[src/rtl/seg7_pkg.sv]
// Shared 7-segment definitions: hex pattern table, blank pattern and the
// handshake state type used by the capture path (and the display encoder).
package seg7_pkg;

   typedef logic [0:6] seg_t;

   localparam seg_t SEG_BLANK = 7'b0000000;

   // Index is the hex digit; bit 0 of each entry is segment a.
   localparam seg_t SEG_TABLE [16] = '{
      7'b1111110, 7'b0110000, 7'b1101101, 7'b1111001,
      7'b0110011, 7'b1011011, 7'b1011111, 7'b1110000,
      7'b1111111, 7'b1111011, 7'b1110111, 7'b0011111,
      7'b1001110, 7'b0111101, 7'b1001111, 7'b1000111
   };

   typedef enum logic {
      EMPTY = 1'b0,
      FULL  = 1'b1
   } hs_state_e;

endpackage

[src/rtl/seg7_digit_decode.sv]
// Combinational decode of one normalised 7-segment pattern to a hex nibble,
// flagging table hits (valid) and the all-off pattern (blank).
module seg7_digit_decode
   import seg7_pkg::*;
(
   input  logic [0:6] seg,
   output logic [3:0] nibble,
   output logic       valid,
   output logic       blank
);

   always_comb begin
      nibble = 4'h0;
      valid  = 1'b0;
      for (int i = 0; i < 16; i++) begin
         if (seg == SEG_TABLE[i]) begin
            nibble = 4'(i);
            valid  = 1'b1;
         end
      end
      blank = (seg == SEG_BLANK);
   end

endmodule

[src/rtl/seg7_byte_capture.sv]
// Captures two asynchronous 7-segment digit buses, waits for a stable pattern,
// decodes it to a byte and offers it to a consumer over valid/ready.
module seg7_byte_capture
   import seg7_pkg::*;
#(
   parameter int INPUT_POLARITY = 1,
   parameter int STABLE_CYCLES  = 4
) (
   input  logic       Clk,
   input  logic       Rst_n,
   input  logic [0:6] Msq,
   input  logic [0:6] Lsq,
   output logic [7:0] Byte,
   output logic       Valid,
   input  logic       Ready,
   output logic       Error,
   output logic       Overrun,
   input  logic       ClrOvr
);

   // Raw value that normalises to blank, so reset looks like an unlit display.
   localparam logic [13:0] RAW_BLANK  = (INPUT_POLARITY != 0) ? 14'h0000 : 14'h3fff;
   localparam logic [7:0]  STABLE_LIM = 8'(STABLE_CYCLES);

   logic [13:0] sync1_q, sync2_q, prev_q;
   logic [13:0] norm;
   logic [0:6]  msq_n, lsq_n;
   logic [7:0]  cnt_q, cnt_d;
   logic        changed, accept, deliver, bad;
   logic [3:0]  m_nib, l_nib;
   logic        m_valid, m_blank, l_valid, l_blank;
   hs_state_e   state_q, state_d;
   logic [7:0]  byte_q, byte_d;
   logic        error_q, error_d;
   logic        ovr_q, ovr_d;

   always_ff @(posedge Clk or negedge Rst_n) begin
      if (!Rst_n) begin
         sync1_q <= RAW_BLANK;
         sync2_q <= RAW_BLANK;
         prev_q  <= RAW_BLANK;
      end else begin
         sync1_q <= {Msq, Lsq};
         sync2_q <= sync1_q;
         prev_q  <= sync2_q;
      end
   end

   assign norm  = (INPUT_POLARITY != 0) ? sync2_q : ~sync2_q;
   assign msq_n = norm[13:7];
   assign lsq_n = norm[6:0];

   seg7_digit_decode u_dec_ms (.seg(msq_n), .nibble(m_nib), .valid(m_valid), .blank(m_blank));
   seg7_digit_decode u_dec_ls (.seg(lsq_n), .nibble(l_nib), .valid(l_valid), .blank(l_blank));

   // Accept fires on the cycle the run length first reaches the limit; the
   // 'changed' term covers STABLE_CYCLES=1, where the count never moves.
   always_comb begin
      changed = (sync2_q != prev_q);
      if (changed)                  cnt_d = 8'd1;
      else if (cnt_q == STABLE_LIM) cnt_d = cnt_q;
      else                          cnt_d = cnt_q + 8'd1;
      accept  = (cnt_d == STABLE_LIM) && (changed || (cnt_q != STABLE_LIM));
      deliver = accept && m_valid && l_valid;
      bad     = accept && ((!m_valid && !m_blank) || (!l_valid && !l_blank));
   end

   always_comb begin
      state_d = state_q;
      byte_d  = byte_q;
      error_d = bad;
      ovr_d   = ovr_q;
      if (ClrOvr) ovr_d = 1'b0;
      case (state_q)
         EMPTY: begin
            if (deliver) begin
               byte_d  = {m_nib, l_nib};
               state_d = FULL;
            end
         end
         FULL: begin
            if (Ready) begin
               if (deliver) byte_d  = {m_nib, l_nib};
               else         state_d = EMPTY;
            end else if (deliver) begin
               ovr_d = 1'b1;
            end
         end
         default: state_d = EMPTY;
      endcase
   end

   always_ff @(posedge Clk or negedge Rst_n) begin
      if (!Rst_n) begin
         cnt_q   <= 8'd0;
         state_q <= EMPTY;
         byte_q  <= 8'h00;
         error_q <= 1'b0;
         ovr_q   <= 1'b0;
      end else begin
         cnt_q   <= cnt_d;
         state_q <= state_d;
         byte_q  <= byte_d;
         error_q <= error_d;
         ovr_q   <= ovr_d;
      end
   end

   assign Byte    = byte_q;
   assign Valid   = (state_q == FULL);
   assign Error   = error_q;
   assign Overrun = ovr_q;

endmodule

[config.mk]
export PLATFORM = sky130hd
export DESIGN_NAME = seg7_byte_capture
export DESIGN_NICKNAME = d
export VERILOG_FILES = /design/src/rtl/seg7_pkg.sv /design/src/rtl/seg7_digit_decode.sv /design/src/rtl/seg7_byte_capture.sv
export SDC_FILE = /design/constraint.sdc
export NUM_CORES = 1
export LEC_CHECK = 0
export CAP_MARGIN = 25
export CORE_AREA = 8 8 106 108
export DETAILED_ROUTE_END_ITERATION = 10
export DIE_AREA = 0 0 114 116
export GPL_ROUTABILITY_DRIVEN = 0
export PLACE_DENSITY_LB_ADDON = 0.2
export SETUP_SLACK_MARGIN = 0.3
export SYNTH_ARGS = -nofsm -noshare
export SYNTH_HDL_FRONTEND = slang
export SYNTH_SLANG_ARGS = --single-unit
[constraint.sdc]
create_clock -name Clk -period 4.6 [get_ports Clk]
set_clock_uncertainty 0.05 [all_clocks]
set_input_delay 0.92 -clock Clk [delete_from_list [all_inputs] [get_ports Clk]]
set_output_delay 0.92 -clock Clk [all_outputs]
set_load 0.02 [all_outputs]
* Word-level counts from Yosys, hierarchy flattened
Cells that the tools add are included.
** Word-level totals
- Register bits :: 61
- Input port bits :: 18
- Output and inout port bits :: 11
- Logic and storage cells :: 135
** Operators by class
- $add $sub $neg :: 1
- Equality and inequality tests :: 37
- Multiplexer cells :: 74
- Bitwise gates (word level) :: 1
- Reductions and logical operators :: 14
** Operators by type and width (number)
- 7-bit equality test, second input constant :: 24
- 4-bit 2-to-1 mux :: 16
- 7-bit by 6-bit equality test with 1-bit output, second input constant :: 6
- 1-bit 2-to-1 mux :: 40
- 8-bit 2-to-1 mux :: 4
- 3-bit 2-to-1 mux :: 8
- 8-bit by 3-bit equality test with 1-bit output, second input constant :: 2
- 8-bit one-hot mux with 2 select lines :: 1
- 7-bit by 5-bit equality test with 1-bit output, second input constant :: 2
- 7-bit logical NOT :: 2
- 14-bit inequality test :: 1
- 8-bit by 1-bit adder with 8-bit output, second input constant :: 1
- 2-bit 2-to-1 mux :: 4
- 8-bit by 3-bit inequality test with 1-bit output, second input constant :: 1
- 1-bit logical AND :: 6
- 1-bit logical NOT :: 4
- 1-bit logical OR :: 2
- 2-bit inequality test, second input constant :: 1
- 1-bit one-hot mux with 2 select lines :: 1
- 1-bit inverter :: 1

* Logic depth before layout (Yosys ltp)
- Word-level depth :: 22
- Gate-level depth with buffers :: 9
- Gate-level depth less buffers :: 8

* By module
A second synthesis with hierarchy kept.
** Unflattened totals
- Cell total of the unflattened synthesis :: 276
- Area total of the unflattened synthesis :: 3002.9 um^2
** By module, submodules not included
- seg7_byte_capture :: times used 1, cells each 142, area an instance 2127.0 um^2, sequential area each 1526.5 um^2
- seg7_digit_decode :: times used 2, cells each 67, area an instance 437.9 um^2, sequential area each 0.0 um^2

* Worst setup path before layout
Ideal clock, no wire load.
- Kind :: reg2reg
- From :: register cnt_q[4]
- To :: register byte_q[0], in the netlist Byte[0]
- Library setup time :: 0.128 ns
- Arrival :: 2.115 ns
- Data required time :: 4.422 ns
- Slack :: 2.308 ns
- Cell stages (with the launch flop) :: 7
- Path buffers :: 1
- Path through :: dfrtp_1 -> or4_1 -> o31ai_2 -> nand4_1 -> nor4bb_1 -> buf_4 -> mux2_1
** On the way
- Word-level cells in the longest chain between the ends :: 10
- Elaborated cells between the ends (all ways) :: 13
- Classes of those cells :: 1 x add/sub; 3 x eq/ne; 5 x mux; 4 x reduce/logical
** Ends and longest elaborated chain
- start: declaration :: RTL line seg7_byte_capture.sv:28 : logic [7:0] cnt_q, cnt_d;
- start signal: assignment :: RTL line seg7_byte_capture.sv:101 : cnt_q <= cnt_d;
- 8-bit by 1-bit adder with 8-bit output or 8-bit by 3-bit equality test with 1-bit output (tied branches) :: RTL line seg7_byte_capture.sv:62, seg7_byte_capture.sv:61
- 8-bit 2-to-1 mux :: RTL line seg7_byte_capture.sv:61 : else if (cnt_q == STABLE_LIM) cnt_d = cnt_q;
- 8-bit 2-to-1 mux :: RTL line seg7_byte_capture.sv:60 : if (changed) cnt_d = 8'd1;
- 8-bit by 3-bit equality test with 1-bit output :: RTL line seg7_byte_capture.sv:63 : accept = (cnt_d == STABLE_LIM) && (changed || (cnt_q != STABLE_LIM));
- 1-bit logical AND * :: RTL line seg7_byte_capture.sv:63
- 1-bit logical AND * (2 in a row) :: RTL line seg7_byte_capture.sv:64 : deliver = accept && m_valid && l_valid;
- 8-bit 2-to-1 mux *
- 8-bit 2-to-1 mux
- 8-bit one-hot mux with 2 select lines *
- end signal: assignment :: RTL line seg7_byte_capture.sv:103 : byte_q <= byte_d;
- end: declaration :: RTL line seg7_byte_capture.sv:33 : logic [7:0] byte_q, byte_d;
Every way passes the cells marked *; elsewhere a longest branch is shown, timed or not. The select of a mux whose other input is x is not followed.
A chain may end at the register's enable or synchronous reset.

* Worst setup path in the final report
- From :: register sync2_q[2], in the netlist norm[2]
- To :: register byte_q[1], in the netlist Byte[1]
** On the way
- Word-level cells in the longest chain between the ends :: 21
- Elaborated cells between the ends (all ways) :: 56
- Classes of those cells :: 18 x eq/ne; 34 x mux; 4 x reduce/logical
** Ends and longest elaborated chain
- start: declaration :: RTL line seg7_byte_capture.sv:25 : logic [13:0] sync1_q, sync2_q, prev_q;
- start signal: assignment :: RTL line seg7_byte_capture.sv:44 : sync2_q <= sync1_q;
- 7-bit equality test :: RTL line seg7_digit_decode.sv:16 : if (seg == SEG_TABLE[i]) begin
- 1-bit 2-to-1 mux (16 in a row) :: RTL line seg7_digit_decode.sv:16
- 1-bit logical AND :: RTL line seg7_byte_capture.sv:64
- 8-bit 2-to-1 mux * :: RTL line seg7_byte_capture.sv:76, seg7_byte_capture.sv:83
- 8-bit 2-to-1 mux :: RTL line seg7_byte_capture.sv:82 : if (Ready) begin
- 8-bit one-hot mux with 2 select lines * :: RTL line seg7_byte_capture.sv:74 : case (state_q)
Marks and branches as above.

==> results list <==
* Peak supply drop: 129 uV
- EDFF count, synth: 0
- The worst setup path is launched from a flop.
- In the detailed route, the total length drawn on met2 is 2.30 mm.
* Element type at the critical path end: flop
* Share of layout cells above drive strength 1: 0.0777
* Avg WL per Cell: 13.3 um
* Via count of the first global-routing pass: 1,876
- The HPWL after detailed placement is 3.67 mm.
* Post-synth ARST share: 1.00
- Unique masters post-synth: 49
- In this run the core area contains 36 standard-cell rows.
* Synth top area cells: dfrtp_1, xnor2_1, mux2_1
* Endpoint required time on the critical path: 4.77 ns
* Post-synth design cell area: 2770 sq um
- Routed met3 length: 293 um
- Number of hold violations in the final report: 0
* Number of maximum-capacitance constraint violations: 0
* Cts hold-fix bufs: 0
- At the end of the flow, the number of nets in the layout was 298.
- For the pin with the worst max-slew slack, the measured transition is 0.753 ns.
- Of the available clock period, the critical path in the final layout requires 0.571.
- Number of input and output port buffers inserted: 28
- The filler cells instantiated in the layout total 993.
- Final Critical Period: 2.63 ns
- Register area share after synthesis: 0.552
- Buffers inserted by post-CTS timing repair: 0
* Total wire length after detailed routing: 5.53 mm
- Drc violations: 0
- PwrDens: 338 nW/um^2
- Ant diodes: 0
- The path class of the tightest hold or removal check is reg -> reg.
* Achievable frequency: 0.380 GHz
- Number of synthesized register bits: 61
* Number of top-level design ports: 29
* Number of antenna violations at the first check in global routing: 0
- At the later pin of the worst-skew pair, clock insertion delay measures 0.33 ns.
- Number of H-tree levels: 3
- Setup repair after global routing left no endpoint under its margin.
* Smallest hold slack: 0.297 ns
- In the synthesized netlist, the cells that appear most often are dfrtp_1, nand2_1, xnor2_1.
* Initial Utilization: 0.290
- The first detailed-routing pass took 4 iterations.
- Area share of the leading cell type in the synthesized netlist: 0.552
- The total overflow left after global routing is 0.
* Core Area: 9550 sq um
* Cell with the most instances after synthesis: dfrtp_1
* Post-synth top area cell: dfrtp_1
- CP arrival: 2.80 ns
* Standby leakage power: 1.35 nW
- Wire length of the first global-routing pass: 9.40 mm
- Along the worst path, the maximum fanout reaches 14.
- Width of the die: 114 um
- Buffer depth of the longest clock path: 2
- Adding up every negative setup slack in the final design gives 0 ns.
* Overall Global Routing Usage: 0.0906
- ANT nets after route: 0
- Clock transition at path regs: 0.07 ns
* Via count of the routed design: 1,939
- The clock net in this run drives a total of 61 sinks.
* Crit Path Class: reg -> reg
* Root cell of the clock tree: clkbuf_8
- The die is 116 um tall.
- TritonCTS built the clock tree.
- For this block, wires on met1 add up to 2.79 mm.
- During synthesis, Yosys emitted a total of 0 warnings.
- The flow ran to the end, and the final reports show no timing, DRC or antenna violations.
- Area growth, synth to finish: 21.3%
* Inserted Clock Buffers: 9
* Final setup violation count: 0
- Final Slew Violations: 0
* Worst-case headroom to the max-slew limit: 0.498
- Entering global routing, the biggest net connects 62 pins.
- Per-cell via count in the routed design: 4.66
- Number of gates resized after cts: 0
- Total power: 1.13 mW
- Synth Instances: 255
- For this block, the initial DRC count from the detailed router was 105.
- Average cell area after synthesis: 10.8 sq um
- Net count after synthesis: 275
- For this run, the leading register cell type out of synthesis is dfrtp_1.
- Die Footprint: 13,200 sq um
* Top sig layer: met4
-- sequential cells by signal, summed over array words and instances, names as in the netlist --
signal / cells
norm: 14
prev_q: 14
sync1_q: 14
Byte: 8
cnt_q: 8
Error: 1
Overrun: 1
Valid: 1
-- path summary, 6_finish.rpt --
path,to,cells past startpoint,slack (ns),from
min reg2reg,norm[12],0,0.30,sync1_q[12]
max in group asynchronous,Byte[7],2,3.31,Rst_n
min,norm[12],0,0.30,sync1_q[12]
min in group asynchronous,sync1_q[6],2,0.68,Rst_n
max reg2reg,Byte[1],7,1.97,norm[2]
max,Byte[1],7,1.97,norm[2]
-- area by class of cell --
type	instances	area, sq um	area share
repair buffers	30	290	0.0865
well taps	133	166	0.0496
clock buffers	10	138	0.0410
inverters	5	18.8	0.00559
multi-input cells	171	1140	0.341
clock inverters	6	72.6	0.0216
flip-flops and latches	61	1530	0.455
-- cell families after synthesis --
logic type | after synthesis | synth area share
adders and majority gates | 2 | 0.00905
muxes | 10 | 0.0403
AOI/OAI and AO/OA | 35 | 0.0873
buffers and inverters | 23 | 0.0348
DFF | 61 | 0.552
xor gates and xnor gates | 24 | 0.0760
and+or+nand+nor | 100 | 0.200
-- cell usage in the layout (no fill, tap or decap), types with 3 or more instances in the layout --
cell type,count
o22ai_1,3
xor2_1,5
nor3_1,6
inv_1,5
dfrtp_1,61
nand2_1,21
clkinv_4,4
nand4_1,9
mux2_1,8
clkdlybuf4s50_1,27
xnor2_1,19
or4_1,4
and2_1,3
a211oi_1,4
o21ai_0,5
nor4_1,6
nand2b_1,7
nor2_1,18
clkbuf_8,10
nand3_1,10
a21oi_1,6
-- per-layer routing --
| layer | GRT usage | vias up |
|---|---|---|
| met5 | 0 | - |
| li1 | - | 953 |
| met1 | 0.120 | 928 |
| met4 | 0.0541 | 0 |
| met2 | 0.125 | 47 |
| met3 | 0.0287 | 11 |
-- stage by stage --
| step | worst slack [ns] | utilization | cell area (sq um) | instances |
|---|---|---|---|---|
| 2_1_floorplan | 2.31 | - | 2770 | 255 |
| 3_3_place_gp | 1.96 | 0.329 | 3140 | 400 |
| 3_5_place_dp | 1.93 | 0.329 | 3140 | 400 |
| 4_1_cts | 1.97 | 0.351 | 3350 | 416 |
| 5_1_grt | 1.79 | 0.351 | 3350 | 416 |
| 6_report | 1.97 | 0.351 | 3350 | 416 |
-- report_power, final --
part           internal (mW)  switching (mW)  total, mW  leakage [nW]
combinational         0.0348          0.0292     0.0640         0.499
sequential             0.555          0.0298      0.584         0.750
clock                  0.268           0.217      0.485         0.103
total                  0.858           0.276       1.13          1.35
-- worst max-delay path: stages (launching register included) --
cell	delay, ns
dfrtp_1	0.56
or4_1	0.56
a211oi_1	0.26
nor2_1	0.07
nand4_1	0.13
nor4bb_1	0.31
buf_4	0.23
mux2_1	0.33
Power figures use the tool's default switching activity.
